### config.mk
export PLATFORM = sky130hd
export DESIGN_NAME = seqmult_flat
export DESIGN_NICKNAME = d
export VERILOG_FILES = /design/src/rtl/seqmult_if.sv /design/src/rtl/seqmult.sv /design/src/flat_wrapper.sv
export SDC_FILE = /design/constraint.sdc
export NUM_CORES = 1
export LEC_CHECK = 0
export CORE_MARGIN = 2
export CORE_UTILIZATION = 54
export CTS_CLUSTER_DIAMETER = 100
export DETAILED_ROUTE_END_ITERATION = 8
export GPL_TIMING_DRIVEN = 0
export PLACE_DENSITY = 0.78
export SLEW_MARGIN = 20
export SYNTH_ARGS = -nofsm -noshare
export SYNTH_HDL_FRONTEND = slang
export SYNTH_SLANG_ARGS = --single-unit
export TNS_END_PERCENT = 10
### constraint.sdc
create_clock -name i_CLK -period 2.45 [get_ports i_CLK]
set_clock_uncertainty 0.1 [all_clocks]
set_input_delay 0.245 -clock i_CLK [delete_from_list [all_inputs] [get_ports i_CLK]]
set_output_delay 0.245 -clock i_CLK [all_outputs]
set_load 0.02 [all_outputs]
### src/rtl/seqmult_if.sv
// Operand/result handshake bundle for the sequential multiplier.
// master = operand producer and result consumer; slave = the multiplier.
interface seqmult_if #(
    parameter int unsigned p_OPERAND_WIDTH = 4
) ();
    localparam int unsigned OPW  = p_OPERAND_WIDTH;
    localparam int unsigned PRODW = 2 * p_OPERAND_WIDTH;

    logic             i_VALID;
    logic             o_READY;
    logic [OPW-1:0]   i_MULTIPLICAND;
    logic [OPW-1:0]   i_MULTIPLIER;
    logic             o_VALID;
    logic             i_READY;
    logic [PRODW-1:0] o_PRODUCT;

    modport master (
        output i_VALID, i_MULTIPLICAND, i_MULTIPLIER, i_READY,
        input  o_READY, o_VALID, o_PRODUCT
    );

    modport slave (
        input  i_VALID, i_MULTIPLICAND, i_MULTIPLIER, i_READY,
        output o_READY, o_VALID, o_PRODUCT
    );
endinterface

### src/rtl/seqmult.sv
// Unsigned shift-and-add multiplier: one multiplier bit per clock, full 2N-bit
// product, valid/ready on both sides with a single operation in flight.
module seqmult #(
    parameter int unsigned p_OPERAND_WIDTH = 4
) (
    input  logic      i_CLK,
    input  logic      i_RST_N,
    seqmult_if.slave  bus
);
    localparam int unsigned OPW   = p_OPERAND_WIDTH;
    localparam int unsigned PRODW = 2 * p_OPERAND_WIDTH;
    localparam int unsigned CNTW  = (OPW > 1) ? $clog2(OPW) : 1;
    localparam logic [CNTW-1:0] CNT_LAST = CNTW'(OPW - 1);

    typedef enum logic [1:0] {
        S_IDLE = 2'd0,
        S_RUN  = 2'd1,
        S_DONE = 2'd2
    } state_e;

    state_e           state_q,   state_d;
    logic [PRODW-1:0] mcand_q,   mcand_d;
    logic [OPW-1:0]   mplier_q,  mplier_d;
    logic [PRODW-1:0] acc_q,     acc_d;
    logic [CNTW-1:0]  cnt_q,     cnt_d;
    logic [PRODW-1:0] product_q, product_d;
    logic             ready_q,   ready_d;
    logic             valid_q,   valid_d;
    logic [PRODW-1:0] sum_c;

    // Accumulator plus this step's partial product; never exceeds 2N bits.
    assign sum_c = acc_q + (mplier_q[0] ? mcand_q : '0);

    always_ff @(posedge i_CLK or negedge i_RST_N) begin
        if (!i_RST_N) begin
            state_q   <= S_IDLE;
            mcand_q   <= '0;
            mplier_q  <= '0;
            acc_q     <= '0;
            cnt_q     <= '0;
            product_q <= '0;
            ready_q   <= 1'b1;
            valid_q   <= 1'b0;
        end else begin
            state_q   <= state_d;
            mcand_q   <= mcand_d;
            mplier_q  <= mplier_d;
            acc_q     <= acc_d;
            cnt_q     <= cnt_d;
            product_q <= product_d;
            ready_q   <= ready_d;
            valid_q   <= valid_d;
        end
    end

    always_comb begin
        state_d   = state_q;
        mcand_d   = mcand_q;
        mplier_d  = mplier_q;
        acc_d     = acc_q;
        cnt_d     = cnt_q;
        product_d = product_q;
        ready_d   = ready_q;
        valid_d   = valid_q;

        case (state_q)
            S_IDLE: begin
                if (bus.i_VALID) begin
                    state_d  = S_RUN;
                    mcand_d  = PRODW'(bus.i_MULTIPLICAND);
                    mplier_d = bus.i_MULTIPLIER;
                    acc_d    = '0;
                    cnt_d    = '0;
                    ready_d  = 1'b0;
                end
            end
            S_RUN: begin
                acc_d    = sum_c;
                mcand_d  = mcand_q << 1;
                mplier_d = mplier_q >> 1;
                // Terminal step publishes the product including its own partial product.
                if (cnt_q == CNT_LAST) begin
                    state_d   = S_DONE;
                    product_d = sum_c;
                    valid_d   = 1'b1;
                end else begin
                    cnt_d = cnt_q + CNTW'(1);
                end
            end
            S_DONE: begin
                if (bus.i_READY) begin
                    state_d = S_IDLE;
                    valid_d = 1'b0;
                    ready_d = 1'b1;
                end
            end
            default: begin
                state_d = S_IDLE;
                ready_d = 1'b1;
                valid_d = 1'b0;
            end
        endcase
    end

    assign bus.o_READY   = ready_q;
    assign bus.o_VALID   = valid_q;
    assign bus.o_PRODUCT = product_q;
endmodule

### src/flat_wrapper.sv
// flat-port wrapper written by rule: the top's interface ports become plain ports
module seqmult_flat 
#(
    parameter int unsigned p_OPERAND_WIDTH = 4
)
  (i_CLK, i_RST_N, bus_i_VALID, bus_i_MULTIPLICAND, bus_i_MULTIPLIER, bus_i_READY, bus_o_READY, bus_o_VALID, bus_o_PRODUCT);
  seqmult_if #(.p_OPERAND_WIDTH(p_OPERAND_WIDTH)) bus_i ();
  input  logic i_CLK;
  input  logic i_RST_N;
  input wire logic [$bits(bus_i.i_VALID)-1:0] bus_i_VALID;
  input wire logic [$bits(bus_i.i_MULTIPLICAND)-1:0] bus_i_MULTIPLICAND;
  input wire logic [$bits(bus_i.i_MULTIPLIER)-1:0] bus_i_MULTIPLIER;
  input wire logic [$bits(bus_i.i_READY)-1:0] bus_i_READY;
  output wire logic [$bits(bus_i.o_READY)-1:0] bus_o_READY;
  output wire logic [$bits(bus_i.o_VALID)-1:0] bus_o_VALID;
  output wire logic [$bits(bus_i.o_PRODUCT)-1:0] bus_o_PRODUCT;
  assign bus_i.i_VALID = bus_i_VALID;
  assign bus_i.i_MULTIPLICAND = bus_i_MULTIPLICAND;
  assign bus_i.i_MULTIPLIER = bus_i_MULTIPLIER;
  assign bus_i.i_READY = bus_i_READY;
  assign bus_o_READY = bus_i.o_READY;
  assign bus_o_VALID = bus_i.o_VALID;
  assign bus_o_PRODUCT = bus_i.o_PRODUCT;
  seqmult #(.p_OPERAND_WIDTH(p_OPERAND_WIDTH)) u_core (.i_CLK(i_CLK), .i_RST_N(i_RST_N), .bus(bus_i));
endmodule
# Word level (Yosys, flattened, before mapping)
# Index checks and enable logic that the tools add are counted.
# op_classes
add_sub_neg,2
n_eq_ne,7
muxes,20
n_bitwise,2
n_reduce_logical,8
# ops
cell,count
$pmux 8 s2,2
$mux 8,3
$reduce_and 3->1,4
$mux 2,5
$add 8x8->8,1
$pmux 4 s2,1
$ne 2x2->1 const B,3
$pmux 1 s3,2
$pmux 2 s3,1
$eq 2x2->1 const B,2
$mux 1,4
$mux 4,1
$pmux 2 s2,1
$reduce_and 2->1,2
$add 2x1->2 const B,1
$eq 2x1->1 const B,1
$logic_not 2->1,1
$ne 2x1->1 const B,1
$not 1->1,2
$reduce_bool 2->1,1
# word_totals
register_bits,34
inputBits,12
output_inout_bits,10
word_cells,47

# Longest topological paths before layout
# depth
word_depth,3
ltp_mapped,8

# Worst setup path before layout
# OpenSTA, ideal clock, no wires.
# synth_timing
path_kind,register -> register
start,register u_core.mplier_q[0]
end,register u_core.acc_q[6]
setup_ns,0.125
arrival_ns,1.844
t_required_ns,2.225
path_slack_ns,0.381
path_stages_with_launch,9
period_less_slack_ns,2.069
cell_sequence,dfrtp_1 > and2_1 > ha_1 > fa_1 > a21oi_1 > o21ai_1 > a21oi_1 > xor2_1 > o21ai_1
# synth_via
elab_chain_len,3
# synth_rtl
element,line_no,text
from (decl),seqmult.sv:23,"logic [OPW-1:0] mplier_q, mplier_d;"
from (signal assigned),seqmult.sv:47,mplier_q <= mplier_d;
$mux 8,seqmult.sv:32,assign sum_c = acc_q + (mplier_q[0] ? mcand_q : '0);
$add 8x8->8,seqmult.sv:32,
$pmux 8 s2,seqmult.sv:66,case (state_q)
to (signal assigned),seqmult.sv:39,acc_q <= '0;
to (signal assigned),seqmult.sv:48,acc_q <= acc_d;
to (decl),seqmult.sv:24,"logic [PRODW-1:0] acc_q, acc_d;"
# No other way between the ends.
# A chain may end at the register's enable or synchronous reset.

# Final worst setup path
# Same ends and word-level chain as after synthesis.

==> flow_summary.yaml <==
status:
  status: "complete, no violations"
timing:
  setup_viol: 0
  final-max-slew-violation-count: 0
  fin_tns_setup_ns: 0
  fin_crit_sh: 0.940
  fmax_mhz: 434
  relSlewSlack: 0.717
  final-hold-violation-count: 0
  worst_slew_pin_slew_ns: 0.425
  min_period_ns: 2.30
floorplanning:
  coreArea_sq_um: 3050
  initial_core_util: 0.572
  rows: 20
  die_h_um: 60.9
  die_w_um: 60.9
  die-area_sq_um: 3700
  io_pins: 22
worst_setup_path:
  worst-setup-path-type: "reg2reg"
  arrival_ns: 2.43
  rr_startpoint: "u_core.mplier_q[0]"
  cp.required_ns: 2.58
  critPathCapture: "u_core.acc_q[6]"
  rr_endpoint: "u_core.acc_q[6]"
  startpoint_type: "flip-flop"
  cp_max_fo: 9
  crit_start: "u_core.mplier_q[0]"
  r2r_slack_ns: 0.15
  r2r_cells: 8
  critPathCaptureType: "flip-flop"
logic_synthesis:
  synth_top_area_frac: 0.473
  yosysSeqAreaShare: 0.488
  synth.area.top_cells: "dfrtp_1 47%, ha_1 5.7%, nand2_1 5.6%, o21ai_1 4.3%, a22o_1 3.5%"
  synth.avg_cell_area_sq_um: 10.6
  synth-main-ff-cell: "dfrtp_1"
  yosysUniqueCellTypes: 30
  yosys.area.top_type: "dfrtp_1"
  syn_inst: 165
  synth_area_sq_um: 1750
  syn_nets: 186
  async_flop_share: 1.00
  synth_edf_count: 0
  ys_warn_count: 0
  ys_ff_latch: 34
clocking:
  clock-sinks: 34
  clock_latency_ns: 0.34
  cts.reportedPaths.clkPinSlew_ns: 0.11
  h-tree-depth: 2
  cts_root_buffer: "clkbuf_4"
  cts_buffer_depth: 2
  numCtsBuffers: 5
  cts_tree: "done"
global_route:
  antenna_found_initial: 0
  grt_pass1_wl_um: 5690
  grt_overflow: 0
  grt_max_degree: 19
  grt_pass1_vias: 1324
  grt_usage: 0.211
power:
  p_seq_frac: 0.376
  power_mw: 2.46
  powerDensity_nw_per_um2: 1170
  clkPwrFrac: 0.134
  power_frac_comb: 0.490
  p_switching_uw: 966
  peakVddDrop_v: 0.000639
  internal_power_mw: 1.49
  cellLeakagePower_nw: 0.981
  swShare: 0.393
place:
  portBuffers: 21
  globalplace.congestion: 0.878
  hpwl_um: 2540
  dp_cells: 231
routing:
  drtIter0Drc: 31
  ant_nets: 0
  drc: 0
  firstDrtPassIters: 4
  viasPerCell: 5.23
  wire_per_inst_um: 13.7
  routed-via-count: 1256
  routed_wl_um: 3290
cells_and_area:
  drive_above_1_share: 0.138
  mostFrequentLayoutCells: "32 x dfrtp_1, 26 x nand2_1, 20 x clkdlybuf4s50_1, 15 x o21ai_1, 11 x o21ai_0"
  instances_no_fill: 240
  areaGrowthSynthToFinish_pct: 20.8
  layout.nets: 216
  fill_cells: 246
  multiInputGateArea_sq_um: 826
  seqCellArea_sq_um: 853
  mostFrequentLayoutCell: "dfrtp_1"
  diodes: 0
worst_hold_path:
  hold_class: "in2async"
run:
  max_cap_viol_count: 0
==> per-stage QoR <==
stage / cell area, sq um / hold slack, ns / util / setup slack [ns]
final: 2110 / 0.258 / 0.691 / 0.147
after detailed placement: 2030 / 0.108 / 0.666 / 0.124
after global placement: 2010 / 0.365 / 0.659 / 0.207
after global routing: 2110 / 0.280 / 0.691 / -0.00128
after floorplan: 1750 / -0.151 / - / 0.381
after CTS: 2100 / 0.276 / 0.689 / 0.112
==> cell type report <==
| type | count | share of cell area |
|---|---|---|
| Clock inverter | 1 | 0.00237 |
| Clock buffer | 7 | 0.0261 |
| Timing Repair Buffer | 23 | 0.115 |
| Sequential cell | 34 | 0.405 |
| Inverter | 3 | 0.00534 |
| Tap cell | 44 | 0.0261 |
| Multi-Input combinational cell | 121 | 0.392 |
| Buffer | 7 | 0.0285 |
==> how the worst min path moves through the flow <==
stage	from	endpoint	slack [ns]	depth (start not counted)
3_3_place_gp	u_core.mplier_q[1]	u_core.mplier_q[1]	0.36	2
3_5_place_dp	i_RST_N	u_core.bus.o_PRODUCT[7]	0.11	1
2_1_floorplan	i_RST_N	u_core.acc_q[0]	-0.15	0
5_1_grt	i_RST_N	u_core.bus.o_PRODUCT[7]	0.28	2
4_1_cts	i_RST_N	u_core.bus.o_PRODUCT[7]	0.28	2
6_report	i_RST_N	u_core.bus.o_PRODUCT[7]	0.26	2
==> logic make-up (layout without fill, tap and decap cells) <==
logic type	Yosys count	in the layout	share of synthesized area
xor gates and xnor gates	7	7	0.0351
and+or+nand+nor	47	47	0.131
AOI/OAI and AO/OA	49	49	0.178
adders and majority gates	9	9	0.0688
buffers and inverters	10	41	0.0409
muxes	9	9	0.0581
DFF	34	34	0.488
==> worst max-delay path: stages, from the launching register on <==
cell     delay [ns]
dfrtp_2        0.46
and2_1         0.17
ha_1           0.23
fa_1           0.43
a21oi_2        0.16
o21ai_1        0.09
a21oi_1        0.21
xor2_1         0.27
o21ai_1        0.09
==> timing repair <==
action	CTS	global route
setup endpoints to repair	0	2
gates resized for setup	0	2
buffers inserted	0	0
hold buffers	1	0
endpoints found under the hold margin	16	0
==> power groups by stage <==
stage	logic [mW]	clock network, mW	registers [mW]
floorplan	0.807	0	0.974
global placement	1.15	0	0.923
detailed placement	1.21	0	0.938
CTS	1.21	0.334	0.926
global route	1.34	0.357	0.953
finish	1.20	0.328	0.925
==> per-layer routing <==
layer,track usage,share of wire,vias up
met1,0.266,0.47,601
met3,0.0384,0.035,7
met4,0.102,0.019,0
met5,0,0,-
li1,-,-,626
met2,0.349,0.48,22
==> cells in the mapped netlist (2+ instances only) <==
| master | n |
|---|---|
| dfrtp_1 | 33 |
| nand2_1 | 26 |
| o21ai_1 | 15 |
| o21ai_0 | 11 |
| a21oi_1 | 8 |
| ha_1 | 8 |
| a22o_1 | 7 |
| and2_1 | 7 |
| mux2i_1 | 6 |
| nor2_1 | 5 |
| buf_6 | 4 |
| nand2b_1 | 4 |
| xnor2_1 | 4 |
| buf_2 | 3 |
| inv_1 | 3 |
| nor2b_1 | 3 |
| xor2_1 | 3 |
| a21o_1 | 2 |
| mux2_4 | 2 |
==> registers in the layout, indices dropped and copies added (netlist names) <==
name / count
u_core.mcand_q: 8
u_core.bus.o_VALID: 1
u_core.state_q: 2
u_core.bus.o_PRODUCT: 8
u_core.mplier_q: 4
u_core.bus.o_READY: 1
u_core.cnt_q: 2
u_core.acc_q: 8
No activity file was read; power rests on OpenSTA's default activity.
